**config.mk**
```make
export PLATFORM = sky130hd
export DESIGN_NAME = registro_botones
export DESIGN_NICKNAME = d
export VERILOG_FILES = /design/src/rtl/pkg_perifericos.sv /design/src/rtl/antirrebote.sv /design/src/rtl/registro_botones.sv
export SDC_FILE = /design/constraint.sdc
export NUM_CORES = 1
export LEC_CHECK = 0
export ABC_AREA = 0
export CAP_MARGIN = 10
export CORE_MARGIN = 2
export CORE_UTILIZATION = 54
export DETAILED_ROUTE_END_ITERATION = 16
export PLACE_DENSITY_LB_ADDON = 0.05
export SLEW_MARGIN = 20
export SYNTH_ARGS = -nofsm -noshare
export SYNTH_HDL_FRONTEND = slang
export SYNTH_SLANG_ARGS = --single-unit
```
**constraint.sdc**
```tcl
create_clock -name clck_i -period 4.9 [get_ports clck_i]
set_input_delay 1.47 -clock clck_i [delete_from_list [all_inputs] [get_ports clck_i]]
set_output_delay 1.47 -clock clck_i [all_outputs]
set_load 0.005 [all_outputs]
```
**src/rtl/pkg_perifericos.sv**
```systemverilog
// Definitions shared by the peripheral-bus registers (button input, LED output).
package pkg_perifericos;

  localparam int PERIF_DW  = 32;
  localparam int N_BTN_DEF = 4;

  localparam logic SEL_NIVEL   = 1'b0;
  localparam logic SEL_EVENTOS = 1'b1;

endpackage : pkg_perifericos

```
**src/rtl/antirrebote.sv**
```systemverilog
// One-bit button conditioner: 2-FF synchroniser followed by a stability counter.
module antirrebote #(
  parameter int DEBOUNCE_CYCLES = 500000
) (
  input  logic clck_i,
  input  logic rst_i,
  input  logic btn_i,
  output logic stable_o
);

  localparam int              CW      = $clog2(DEBOUNCE_CYCLES);
  localparam logic [CW-1:0]   CNT_MAX = CW'(DEBOUNCE_CYCLES - 1);

  logic [1:0]    sync_q,   sync_d;
  logic          stable_q, stable_d;
  logic [CW-1:0] cnt_q,    cnt_d;
  logic          btn_s;

  assign btn_s = sync_q[1];

  // NOTE: every variable gets its hold value first so no path leaves it unassigned (no latch).
  always_comb begin
    sync_d   = {sync_q[0], btn_i};
    stable_d = stable_q;
    cnt_d    = cnt_q;
    if (btn_s == stable_q) begin
      cnt_d = '0;
    end else if (cnt_q == CNT_MAX) begin
      stable_d = btn_s;
      cnt_d    = '0;
    end else begin
      cnt_d = cnt_q + CW'(1);
    end
  end

  // NOTE: state registers use non-blocking assignments so all flops update from pre-edge values.
  always_ff @(posedge clck_i or posedge rst_i) begin
    if (rst_i) begin
      sync_q   <= '0;
      stable_q <= 1'b0;
      cnt_q    <= '0;
    end else begin
      sync_q   <= sync_d;
      stable_q <= stable_d;
      cnt_q    <= cnt_d;
    end
  end

  assign stable_o = stable_q;

endmodule : antirrebote

```
**src/rtl/registro_botones.sv**
```systemverilog
// Push-button input register: debounced levels, sticky press events (W1C) and an event interrupt.
module registro_botones
  import pkg_perifericos::*;
#(
  parameter int N_BTN           = N_BTN_DEF,
  parameter int DEBOUNCE_CYCLES = 500000
) (
  input  logic                clck_i,
  input  logic                rst_i,
  input  logic [N_BTN-1:0]    btn_i,
  input  logic                re_i,
  input  logic                sel_i,
  input  logic                we_i,
  input  logic [PERIF_DW-1:0] data_i,
  output logic [PERIF_DW-1:0] data_o,
  output logic                irq_o
);

  logic [N_BTN-1:0]    stable;
  logic [N_BTN-1:0]    rise;
  logic [N_BTN-1:0]    clr_mask;
  logic [N_BTN-1:0]    stable_prev_q, stable_prev_d;
  logic [N_BTN-1:0]    events_q,      events_d;
  logic [PERIF_DW-1:0] data_q,        data_d;
  logic                irq_q,         irq_d;

  for (genvar k = 0; k < N_BTN; k++) begin : g_btn
    antirrebote #(.DEBOUNCE_CYCLES(DEBOUNCE_CYCLES)) u_antirrebote (
      .clck_i   (clck_i),
      .rst_i    (rst_i),
      .btn_i    (btn_i[k]),
      .stable_o (stable[k])
    );
  end

  if (N_BTN < PERIF_DW) begin : g_mask_unused
    logic data_unused;
    assign data_unused = ^data_i[PERIF_DW-1:N_BTN];
  end

  assign clr_mask = data_i[N_BTN-1:0] & {N_BTN{we_i}};

  always_comb begin
    stable_prev_d = stable;
    rise          = stable & ~stable_prev_q;
    // A press edge in the same cycle as its clear keeps the flag set.
    events_d      = rise | (events_q & ~clr_mask);
    irq_d         = |events_d;
    data_d        = data_q;
    if (re_i) begin
      data_d             = '0;
      data_d[N_BTN-1:0]  = (sel_i == SEL_EVENTOS) ? events_q : stable;
    end
  end

  always_ff @(posedge clck_i or posedge rst_i) begin
    if (rst_i) begin
      stable_prev_q <= '0;
      events_q      <= '0;
      data_q        <= '0;
      irq_q         <= 1'b0;
    end else begin
      stable_prev_q <= stable_prev_d;
      events_q      <= events_d;
      data_q        <= data_d;
      irq_q         <= irq_d;
    end
  end

  assign data_o = data_q;
  assign irq_o  = irq_q;

endmodule : registro_botones
```
# [Word level (Yosys, flattened, before mapping)]
# Index checks and enable logic that the tools add are counted.
[op_classes] n_addsub=4 eq_ne=8 muxes=9 n_bitwise=10 n_reduce_logical=5
[ops] cell="$mux W19" count=8
[ops] cell="$add A19 B1 Y19 const B" count=4
[ops] cell="$eq A19 B19 Y1 const B" count=4
[ops] cell="$and A4 B4 Y4" count=3
[ops] cell="$not A4 Y4" count=2
[ops] cell="$reduce_and A2 Y1" count=4
[ops] cell="$eq A1 B1 Y1" count=4
[ops] cell="$mux W4" count=1
[ops] cell="$not A1 Y1" count=4
[ops] cell="$or A4 B4 Y4" count=1
[ops] cell="$reduce_or A4 Y1" count=1
[totals] register_bits=101 input_bits=41 out_inout_bits=33 word_cells=52

# [Longest topological paths before layout]
# Gate-level depths: netlist of the first run.
[logic_depth] ltp_word=5 ltp_mapped=7 ltp_nobuf=5

# [Hierarchy]
# Synthesis of the first run repeated with hierarchy kept, for this count alone.
[hier_totals] cells_unflattened=486 hier_area_um2=5077.4
[by_module_without_submodules] module="antirrebote" instances=4 cells_per_inst=103 area_per_inst_um2=1091.0 seq_area_each_um2=550.5
[by_module_without_submodules] module="registro_botones" instances=1 cells_per_inst=74 area_per_inst_um2=713.2 seq_area_each_um2=325.3

# [Worst setup path before layout of the first run]
# Ideal clock, no wire load.
[synth_path] kind="input-to-reg" from="input data_i[2]" to="register irq_q, in the netlist irq_o" setup_time_ns=0.138 arrival_ns=2.125 required_ns=4.762 slack_ns=2.637 cell_stages=4 n_path_buf=0 cell_sequence="nand2_1 > nand2_1 > o21ai_0 > or4_1"
[synth_via] elab_chain_len=5
[synth_rtl] item="from (decl)" line="registro_botones.sv:14" source="input logic [PERIF_DW-1:0] data_i,"
[synth_rtl] item="$and A4 B4 Y4" line="registro_botones.sv:41" source="assign clr_mask = data_i[N_BTN-1:0] & {N_BTN{we_i}};"
[synth_rtl] item="$not A4 Y4" line="registro_botones.sv:47" source="events_d = rise | (events_q & ~clr_mask);"
[synth_rtl] item="$and A4 B4 Y4" line="registro_botones.sv:47"
[synth_rtl] item="$or A4 B4 Y4" line="registro_botones.sv:47"
[synth_rtl] item="via events_d[2]" line="registro_botones.sv:23" source="logic [N_BTN-1:0] events_q, events_d;"
[synth_rtl] item="$reduce_or A4 Y1" line="registro_botones.sv:48" source="irq_d = |events_d;"
[synth_rtl] item="via irq_d" line="registro_botones.sv:25" source="logic irq_q, irq_d;"
[synth_rtl] item="to (signal assigned)" line="registro_botones.sv:66" source="irq_q <= irq_d;"
[synth_rtl] item="to (decl)" line="registro_botones.sv:25"
# The timed path passes the listed nets, and every way through them passes these cells.
# A chain may end at the register's enable or synchronous reset.

# [Worst setup path in the final report of the first run]
[layout_path] from="register data_q[2], in the netlist data_o[2]" to="output data_o[2]"
[layout_lines] item="from (decl)" line="registro_botones.sv:24" source="logic [PERIF_DW-1:0] data_q, data_d;"
[layout_lines] item="from (signal assigned)" line="registro_botones.sv:65" source="data_q <= data_d;"
[layout_lines] item="to (decl)" line="registro_botones.sv:15" source="output logic [PERIF_DW-1:0] data_o,"
# No word-level cell between the ends.

==> results of run 1 <==
synthesized netlist by cell type (9+ instances only):
cell / number
dfrtp_1: 101
o31ai_1: 9
o21ai_0: 15
or4_1: 12
nor2_1: 68
nor4_1: 10
a21oi_1: 26
inv_1: 15
nand2_1: 33
xnor2_1: 26
xor2_1: 24
or3_1: 13
nand3_1: 28
nand4_1: 16
buf_4: 28
layout make-up:
cell class                 count  area (um^2)
multi-input combinational    359         2127
sequential                   101         2527
clock buffer                  10        137.6
inverter                      15        58.81
clock inverter                 6        51.30
tap                          108        135.1
timing repair buffer          21        200.2
fill                         780         3526
logic make-up (layout without fill, tap and decap cells):
group                      count (synthesis)  after routing  share of synthesized area [%]
muxes                                      8              8                          1.743
AOI/OAI and AO/OA                         55             55                          6.870
adders and majority gates                  4              4                          1.025
other                                      1             28                        0.07683
DFF                                      101            101                          51.78
buffers and inverters                     56             52                          6.716
xor gates and xnor gates                  50             50                          8.972
and+or+nand+nor                          214            214                          22.82
through the flow:
stage                     setup WS (ns)  hold slack [ns]  util (%)  instances   power, W
after CTS                         2.149           0.3628     59.77        620   0.001460
after detailed placement          1.956           0.3372     57.61        604  0.0009508
after global placement            1.956           0.3374     57.61        604  0.0009489
final                             2.184           0.3577     59.77        620   0.001433
after floorplan                  0.7829           0.3312         -        516  0.0009357
after global routing              2.127           0.3667     59.77        620   0.001498
worst paths after layout:
path	to	from
min in group asynchronous	g_btn[1].u_antirrebote.cnt_q[6]	rst_i
worst min-delay path	g_btn[2].u_antirrebote.sync_q[1]	g_btn[2].u_antirrebote.sync_q[0]
worst min register to register	g_btn[2].u_antirrebote.sync_q[1]	g_btn[2].u_antirrebote.sync_q[0]
worst max-delay path	data_o[2]	data_o[2]
max in group asynchronous	data_o[0]	rst_i
worst max register to register	g_btn[0].u_antirrebote.cnt_q[11]	g_btn[0].u_antirrebote.cnt_q[9]
power groups by stage:
stage | logic (W) | registers, W | clock network, W
global route | 0.0000859 | 0.000861 | 0.000551
global placement | 0.0000744 | 0.000875 | 0
finish | 0.0000736 | 0.000858 | 0.000502
CTS | 0.0000759 | 0.000859 | 0.000525
detailed placement | 0.0000755 | 0.000875 | 0
floorplan | 0.0000631 | 0.000873 | 0
state kept, by name, indices dropped and copies added (netlist names):
register / flops
data_o: 4
irq_o: 1
g_btn.u_antirrebote.cnt_q: 76
g_btn.u_antirrebote.sync_q: 8
events_q: 4
g_btn.u_antirrebote.stable_o: 4
stable_prev_q: 4
routing by layer:
| metal | global-route usage (%) | share of wire [%] | up-vias |
|---|---|---|---|
| met5 | 0 | 0 | - |
| met2 | 31.65 | 49 | 56 |
| met1 | 25.27 | 46 | 1636 |
| met4 | 4.426 | 0.63 | 0 |
| met3 | 5.248 | 3.7 | 4 |
| li1 | - | - | 1690 |
==> results.cfg, run 1 <==
[yosys]
synth_ff_type = dfrtp_1
synth_top_area_share_pct = 51.78
synth.avg_cell_area_um2 = 9.981
synth_cells = 489
async_flop_share_pct = 100.0
yosysUniqueCellTypes = 43
syn_area_um2 = 4881
ys_top_cells_by_area = dfrtp_1 52%, nor2_1 5.2%, xnor2_1 4.7%, buf_4 4.3%, xor2_1 4.3%
ys_seq_area_share_pct = 51.78
synth_edf_count = 0
yosys.area.top_type = dfrtp_1
yosys_register_bits = 101
yosys_warnings = 0

[placement]
portBuffers = 17
dpl.hpwl_um = 5932
gp_congestion = 0.7956
placed_area_um2 = 5049

[die]
start_util_pct = 55.70
dieWidth_um = 99.07
die_h_um = 99.07
fp.coreArea_um2 = 8763
io_pins = 74
die-area_um2 = 9815
placementRows = 34

[final_layout]
n_antenna_cell = 0
drive_above_1_share_pct = 6.836
final_area_um2 = 5238
nets = 552
mostFrequentLayoutCells = 101 x dfrtp_1, 68 x nor2_1, 33 x nand2_1
final_common_cell = dfrtp_1
area_delta_synth_final_pct = 7.306

[setup_path]
critical_path_buf_inv_count = 1
regToRegSetupSlack_ns = 2.60
critPathSlowestCell = clkdlybuf4s50_1
cp_cell_sequence = clkdlybuf4s50_1
crit_type = reg -> out
endpoint_kind = primary output
required_ns = 3.43
path_max_fanout = 2
reg2regPathDepth = 4
cp.depth = 1
cpLargestDelayFamily = buffers and inverters
cpPeakStageDelay_ns = 0.51
worstPathArrival_ns = 1.25
startpoint_type = flip-flop

[sta]
slew_viol_final = 0
fmax_mhz = 368.2
fin_tns_setup_ns = 0
rsz0062_at_grt = no
worst_slew_pin_slew_ns = 1.018
max_slew_margin_pct = 31.89
post-route-period-util_pct = 55.43
final-setup-viol-count = 0
min_period_ns = 2.716
hold_viol_final = 0
clock_skew_ns = 0.01162

[clocking]
insertion_delay_ns = 0.36
clk_pin_slew_ns = 0.10
clk_path_buf_depth = 2
cts_tree = done
cts_sinks = 101
ctsHoldBuffers = 0
post_cts_resized = 0
cts_root_buf = clkbuf_8
htreeDepth = 3
postCtsSetupRepairBufs = 0
numCtsBuffers = 9

[global_route]
grt_usage_pct = 19.12
grt_max_degree = 58
overflow = 0
antenna_found_initial = 0
grt_pass1_wl_um = 15250
grt_pass1_vias = 3309

[routing]
drt_iter0_markers = 56
viasPerCell = 5.461
drtAntennaViolNets = 0
drtPass1Iterations = 4
drc = 0
wl_per_cell_um = 13.83
vias = 3386
wl_um = 8573

[power]
clkPwrFrac_pct = 35.0
power_frac_seq_pct = 59.9
worst_ir_drop_vdd_v = 0.0001575
leakagePower_nw = 2.180
p_int_w = 0.001079
p_sw_share_pct = 24.71
power_density_nw_per_um2 = 273.7
netSwitchingPower_w = 0.0003542
comb_power_share_pct = 5.1

[flow_run]
drv_cap = 0

[status]
status = complete, no violations

[min_path]
min_path_cells = 0
hold_class = reg -> reg
(Power assumes the default switching activity.)
==> run 2: changes to the inputs <==
CORE_UTILIZATION = 49   (was 54)
clock period = 2.2 ns   (was 4.9 ns; I/O delays follow)
==> run 2 against run 1 <==
Net effect: final cell count grew 5.3%; non-clock buffer count is 8 higher; die area up 9.8%; hold slack got worse by 0.00093 ns; largest cell class unchanged; flip-flop and latch count unchanged; setup slack lost 2.0 ns; clock skew decreased by 0.0021 ns.
==> results.cfg, run 2 (synthesized netlist as in run 1, its figures left out) <==
[status]
status = complete, no violations

[sta]
fin_tns_setup_ns = 0
rsz0062_at_grt = no
fmax_mhz = 490.3
hold_viol_final = 0
clock_skew_ns = 0.009537
final-setup-viol-count = 0
slew_viol_final = 0
min_period_ns = 2.040
post-route-period-util_pct = 92.71

[setup_path]
startpoint_type = flip-flop
cp_cell_sequence = or4_1, or4_4, nor2_1, mux2_2
endpoint_kind = flip-flop
reg2regPathDepth = 4
cpPeakStageDelay_ns = 0.55
required_ns = 2.47
cp-endpoint = g_btn[2].u_antirrebote.stable_o
crit_type = reg -> reg
r2r_end = g_btn[2].u_antirrebote.stable_o
rr_startpoint = g_btn[2].u_antirrebote.cnt_q[11]
critPathSlowestCell = or4_4
regToRegSetupSlack_ns = 0.16
worstSetupStartpoint = g_btn[2].u_antirrebote.cnt_q[11]
worstPathArrival_ns = 2.31
path_max_fanout = 3

[final_layout]
multi_input_area_um2 = 2127
largest-register = g_btn.u_antirrebote.cnt_q
n_antenna_cell = 0
mostFrequentLayoutCells = 101 x dfrtp_1, 68 x nor2_1, 33 x nand2_1
final_common_cell = dfrtp_1
largest_reg_flops = 76
fillers = 867
largestRegisters = g_btn.u_antirrebote.cnt_q x76, g_btn.u_antirrebote.sync_q x8
regArea_um2 = 2527
nets = 560
drive_above_1_share_pct = 8.077
stdcell_count = 653
area_delta_synth_final_pct = 10.02

[die]
die-area_um2 = 10780
dieWidth_um = 103.8
io_pins = 74
start_util_pct = 50.17
placementRows = 36
fp.coreArea_um2 = 9729
die_h_um = 103.8

[routing]
wl_um = 8737
drc = 0
viasPerCell = 5.242
drtAntennaViolNets = 0
vias = 3423
drt_iter0_markers = 128
drtPass1Iterations = 4
wl_per_cell_um = 13.38

[clocking]
clk_path_buf_depth = 2
cts_root_buf = clkbuf_8
htreeDepth = 3
post_cts_resized = 0
cts_tree = done
postCtsSetupRepairBufs = 0
clk_pin_slew_ns = 0.10
ctsHoldBuffers = 0
insertion_delay_ns = 0.37
cts_sinks = 101
numCtsBuffers = 9

[power]
worst_ir_drop_vdd_v = 0.0003753
power_density_nw_per_um2 = 604.2
leakagePower_nw = 2.227

[global_route]
antenna_found_initial = 0
overflow = 0
grt_usage_pct = 17.36
grt_max_degree = 49
grt_pass1_vias = 3226
grt_pass1_wl_um = 15120

[flow_run]
drv_cap = 0

[placement]
portBuffers = 17
dpl.hpwl_um = 6057
gp_congestion = 0.8053
dp.cells = 637

[min_path]
hold_class = reg -> reg
[run 2: cell types whose count changed in the layout (fill, tap and decap cells not counted)]
cell        before  now
clkbuf_1         0    1
inv_6            3    0
inv_4            1    0
buf_12           0    3
bufinv_16        0    1
clkbuf_8        10    9
clkinvlp_4       1    3
buf_4            4    9
clkinv_4         2    1
clkinv_2         0    2
[run 2: cell type report]
class                   count  share of cell area (%)
well taps                 133                   3.099
clock buffers              10                   2.377
flip-flops and latches    101                   47.06
multi-input cells         359                   39.61
clock inverters             6                   1.188
repair buffers             29                   5.545
inverters                  15                   1.118
[run 2: worst min-delay path by stage]
stage	from	end	slack, ns	depth (start not counted)
global placement	g_btn[2].u_antirrebote.sync_q[0]	g_btn[2].u_antirrebote.sync_q[1]	0.34	0
detailed placement	g_btn[2].u_antirrebote.sync_q[0]	g_btn[2].u_antirrebote.sync_q[1]	0.34	0
CTS	g_btn[2].u_antirrebote.sync_q[0]	g_btn[2].u_antirrebote.sync_q[1]	0.36	0
finish	g_btn[2].u_antirrebote.sync_q[0]	g_btn[2].u_antirrebote.sync_q[1]	0.36	0
global route	g_btn[2].u_antirrebote.sync_q[0]	g_btn[2].u_antirrebote.sync_q[1]	0.37	0
floorplan	g_btn[0].u_antirrebote.sync_q[0]	g_btn[0].u_antirrebote.sync_q[1]	0.33	0
[run 2: through the flow]
step | instance area (um^2) | utilization, % | worst slack [ns] | hold WS [ns] | power, W
after global routing | 5370 | 55.20 | 0.04765 | 0.3741 | 0.003410
after CTS | 5370 | 55.20 | 0.1487 | 0.3616 | 0.003310
after detailed placement | 5179 | 53.23 | 0.08292 | 0.3379 | 0.002132
after global placement | 5179 | 53.23 | 0.07466 | 0.3385 | 0.002130
final | 5370 | 55.20 | 0.1605 | 0.3567 | 0.003245
after floorplan | 4986 | - | 0.2121 | 0.3312 | 0.002085
[run 2: report_power, final]
| part | internal [W] | switching, W | leakage (nW) | total (W) |
|---|---|---|---|---|
| clock network | 0.000524 | 0.000631 | 0.0923 | 0.00116 |
| registers | 0.00189 | 0.0000263 | 1.38 | 0.00191 |
| logic | 0.0000707 | 0.000108 | 0.758 | 0.000178 |
| total | 0.00248 | 0.000765 | 2.23 | 0.00324 |
[run 2: critical path, delay by kind of cell (launching register included)]
| kind | cells | cell delay, ns |
|---|---|---|
| flops | 1 | 0.42 |
| mux | 1 | 0.33 |
| simple gates | 3 | 1.20 |
[run 2: metal layers]
layer / GRT usage, % / vias to the layer above / wire length, um
met3: 5.160 / 7 / 353
met5: 0 / - / 0
met2: 26.79 / 68 / 3925
met4: 5.116 / 0 / 127
li1: - / 1696 / -
met1: 23.86 / 1652 / 4331
==> run 3: changes to the inputs <==
CORE_UTILIZATION = 30   (was 49)
==> run 3 against run 2 <==
Net effect: non-clock buffer count unchanged; power rose by 21%; setup slack lost 0.025 ns; via count decreased by 0.82%; count of clock-buffer cells in the layout is the same; fmax is 1.2% lower; final cell count is 13% higher; first-iteration DRC count is 32% higher; cell area increased by 4.9%.
==> results.cfg, run 3 (synthesized netlist as in run 1, its figures left out) <==
[status]
status = complete, no violations

[placement]
portBuffers = 17
dpl.hpwl_um = 6795
gp_congestion = 0.7406

[die]
io_pins = 74
placementRows = 46
die-area_um2 = 17310
start_util_pct = 30.73
fp.coreArea_um2 = 15890
die_h_um = 131.6
dieWidth_um = 131.6

[clocking]
cts_sinks = 101
insertion_delay_ns = 0.35
clk_pin_slew_ns = 0.07
clk_path_buf_depth = 2
post_cts_resized = 0
htreeDepth = 3
postCtsSetupRepairBufs = 0
ctsHoldBuffers = 0
cts_root_buf = clkbuf_16
cts_tree = done
numCtsBuffers = 9

[final_layout]
drive_above_1_share_pct = 8.269
nets = 560
area_delta_synth_final_pct = 15.38
largest_reg_flops = 76
largest-register = g_btn.u_antirrebote.cnt_q
final_common_cell = dfrtp_1
largestRegisters = g_btn.u_antirrebote.cnt_q x76, g_btn.u_antirrebote.sync_q x8
n_antenna_cell = 0
mostFrequentLayoutCells = 101 x dfrtp_1, 68 x nor2_1, 33 x nand2_1

[sta]
rsz0062_at_grt = no
hold_slack_ns = 0.3611
fmax_mhz = 484.4
min_period_ns = 2.065
post-route-period-util_pct = 93.84
clock_skew_ns = 0.007471
slew_viol_final = 0
hold_viol_final = 0
final-setup-viol-count = 0
fin_tns_setup_ns = 0

[power]
p_sw_share_pct = 21.30
worst_ir_drop_vdd_v = 0.0004011
power_w = 0.003937
power_frac_seq_pct = 48.6
clkPwrFrac_pct = 46.8
comb_power_share_pct = 4.6
leakagePower_nw = 2.300
p_int_w = 0.003098
power_density_nw_per_um2 = 699.0
netSwitchingPower_w = 0.0008384

[setup_path]
cpPeakStageDelay_ns = 0.55
worstSetupStartpoint = g_btn[2].u_antirrebote.cnt_q[11]
cp_cell_sequence = or4_1, or4_4, nor2_1, mux2_2
worstPathArrival_ns = 2.30
crit_type = reg -> reg
path_max_fanout = 3
endpoint_kind = flip-flop
regToRegSetupSlack_ns = 0.14
reg2regPathDepth = 4
startpoint_type = flip-flop
r2r_end = g_btn[2].u_antirrebote.stable_o
rr_startpoint = g_btn[2].u_antirrebote.cnt_q[11]
required_ns = 2.43
critPathSlowestCell = or4_4

[routing]
drtPass1Iterations = 4
drtAntennaViolNets = 0
drc = 0
vias = 3395
drt_iter0_markers = 169
wl_per_cell_um = 13.13
wl_um = 9664
viasPerCell = 4.613

[global_route]
grt_max_degree = 46
grt_pass1_vias = 3507
grt_usage_pct = 12.35
grt_pass1_wl_um = 17370
antenna_found_initial = 1
overflow = 0

[min_path]
hold_class = reg -> reg
hp-start = g_btn[3].u_antirrebote.sync_q[0]
min_path_cells = 0
hold-path-endpoint = g_btn[3].u_antirrebote.sync_q[1]

[flow_run]
drv_cap = 0
run 3: changes by cell type in the layout (fill, tap and decap cells not counted), sizes merged:
cell	previous run	this run
clkinv	3	1
bufinv	1	3
run 3: critical path, delay by kind of cell, from the launching register on:
| family | cells | cell delay [ns] |
|---|---|---|
| AND/OR/NAND/NOR | 3 | 1.21 |
| flip-flops | 1 | 0.41 |
| multiplexers | 1 | 0.33 |
run 3: power by group through the flow:
stage / logic (W) / registers, W / clock network (W)
after floorplan: 0.000141 / 0.00194 / 0
after global placement: 0.000188 / 0.00195 / 0
after detailed placement: 0.000188 / 0.00195 / 0
after CTS: 0.000189 / 0.00191 / 0.00193
after global routing: 0.000208 / 0.00192 / 0.00200
final: 0.000181 / 0.00191 / 0.00184
run 3: worst max path at each step:
stage,end
after global routing,g_btn[1].u_antirrebote.cnt_q[17]
after global placement,irq_o
after CTS,g_btn[2].u_antirrebote.stable_o
final,g_btn[2].u_antirrebote.stable_o
after detailed placement,irq_o
after floorplan,g_btn[2].u_antirrebote.stable_o
run 3: layout make-up:
type,instances,area [um^2]
multi-input combinational,359,2127
sequential,101,2527
inverter,15,60.06
clock buffer,10,239.0
tap,216,270.3
timing repair buffer,29,297.8
clock inverter,6,110.1
fill,1632,10250
run 3: per-stage QoR:
| step | cell area [um^2] | worst slack (ns) | util (%) | cells |
|---|---|---|---|---|
| 2_1_floorplan | 4986 | 0.2121 | - | 516 |
| 3_3_place_gp | 5283 | 0.02256 | 33.25 | 720 |
| 3_5_place_dp | 5283 | 0.03760 | 33.25 | 720 |
| 4_1_cts | 5632 | 0.1294 | 35.45 | 736 |
| 5_1_grt | 5632 | 0.06510 | 35.45 | 736 |
| 6_report | 5632 | 0.1354 | 35.45 | 736 |
run 3: routing by layer:
layer	share of wire [%]	global-route usage [%]	vias to the layer above	routed length, um
met5	0.083	0	-	8
met4	1.0	3.986	2	97
met3	3.8	4.321	7	364
met2	48	19.84	52	4632
met1	47	15.57	1640	4561
li1	-	-	1694	-
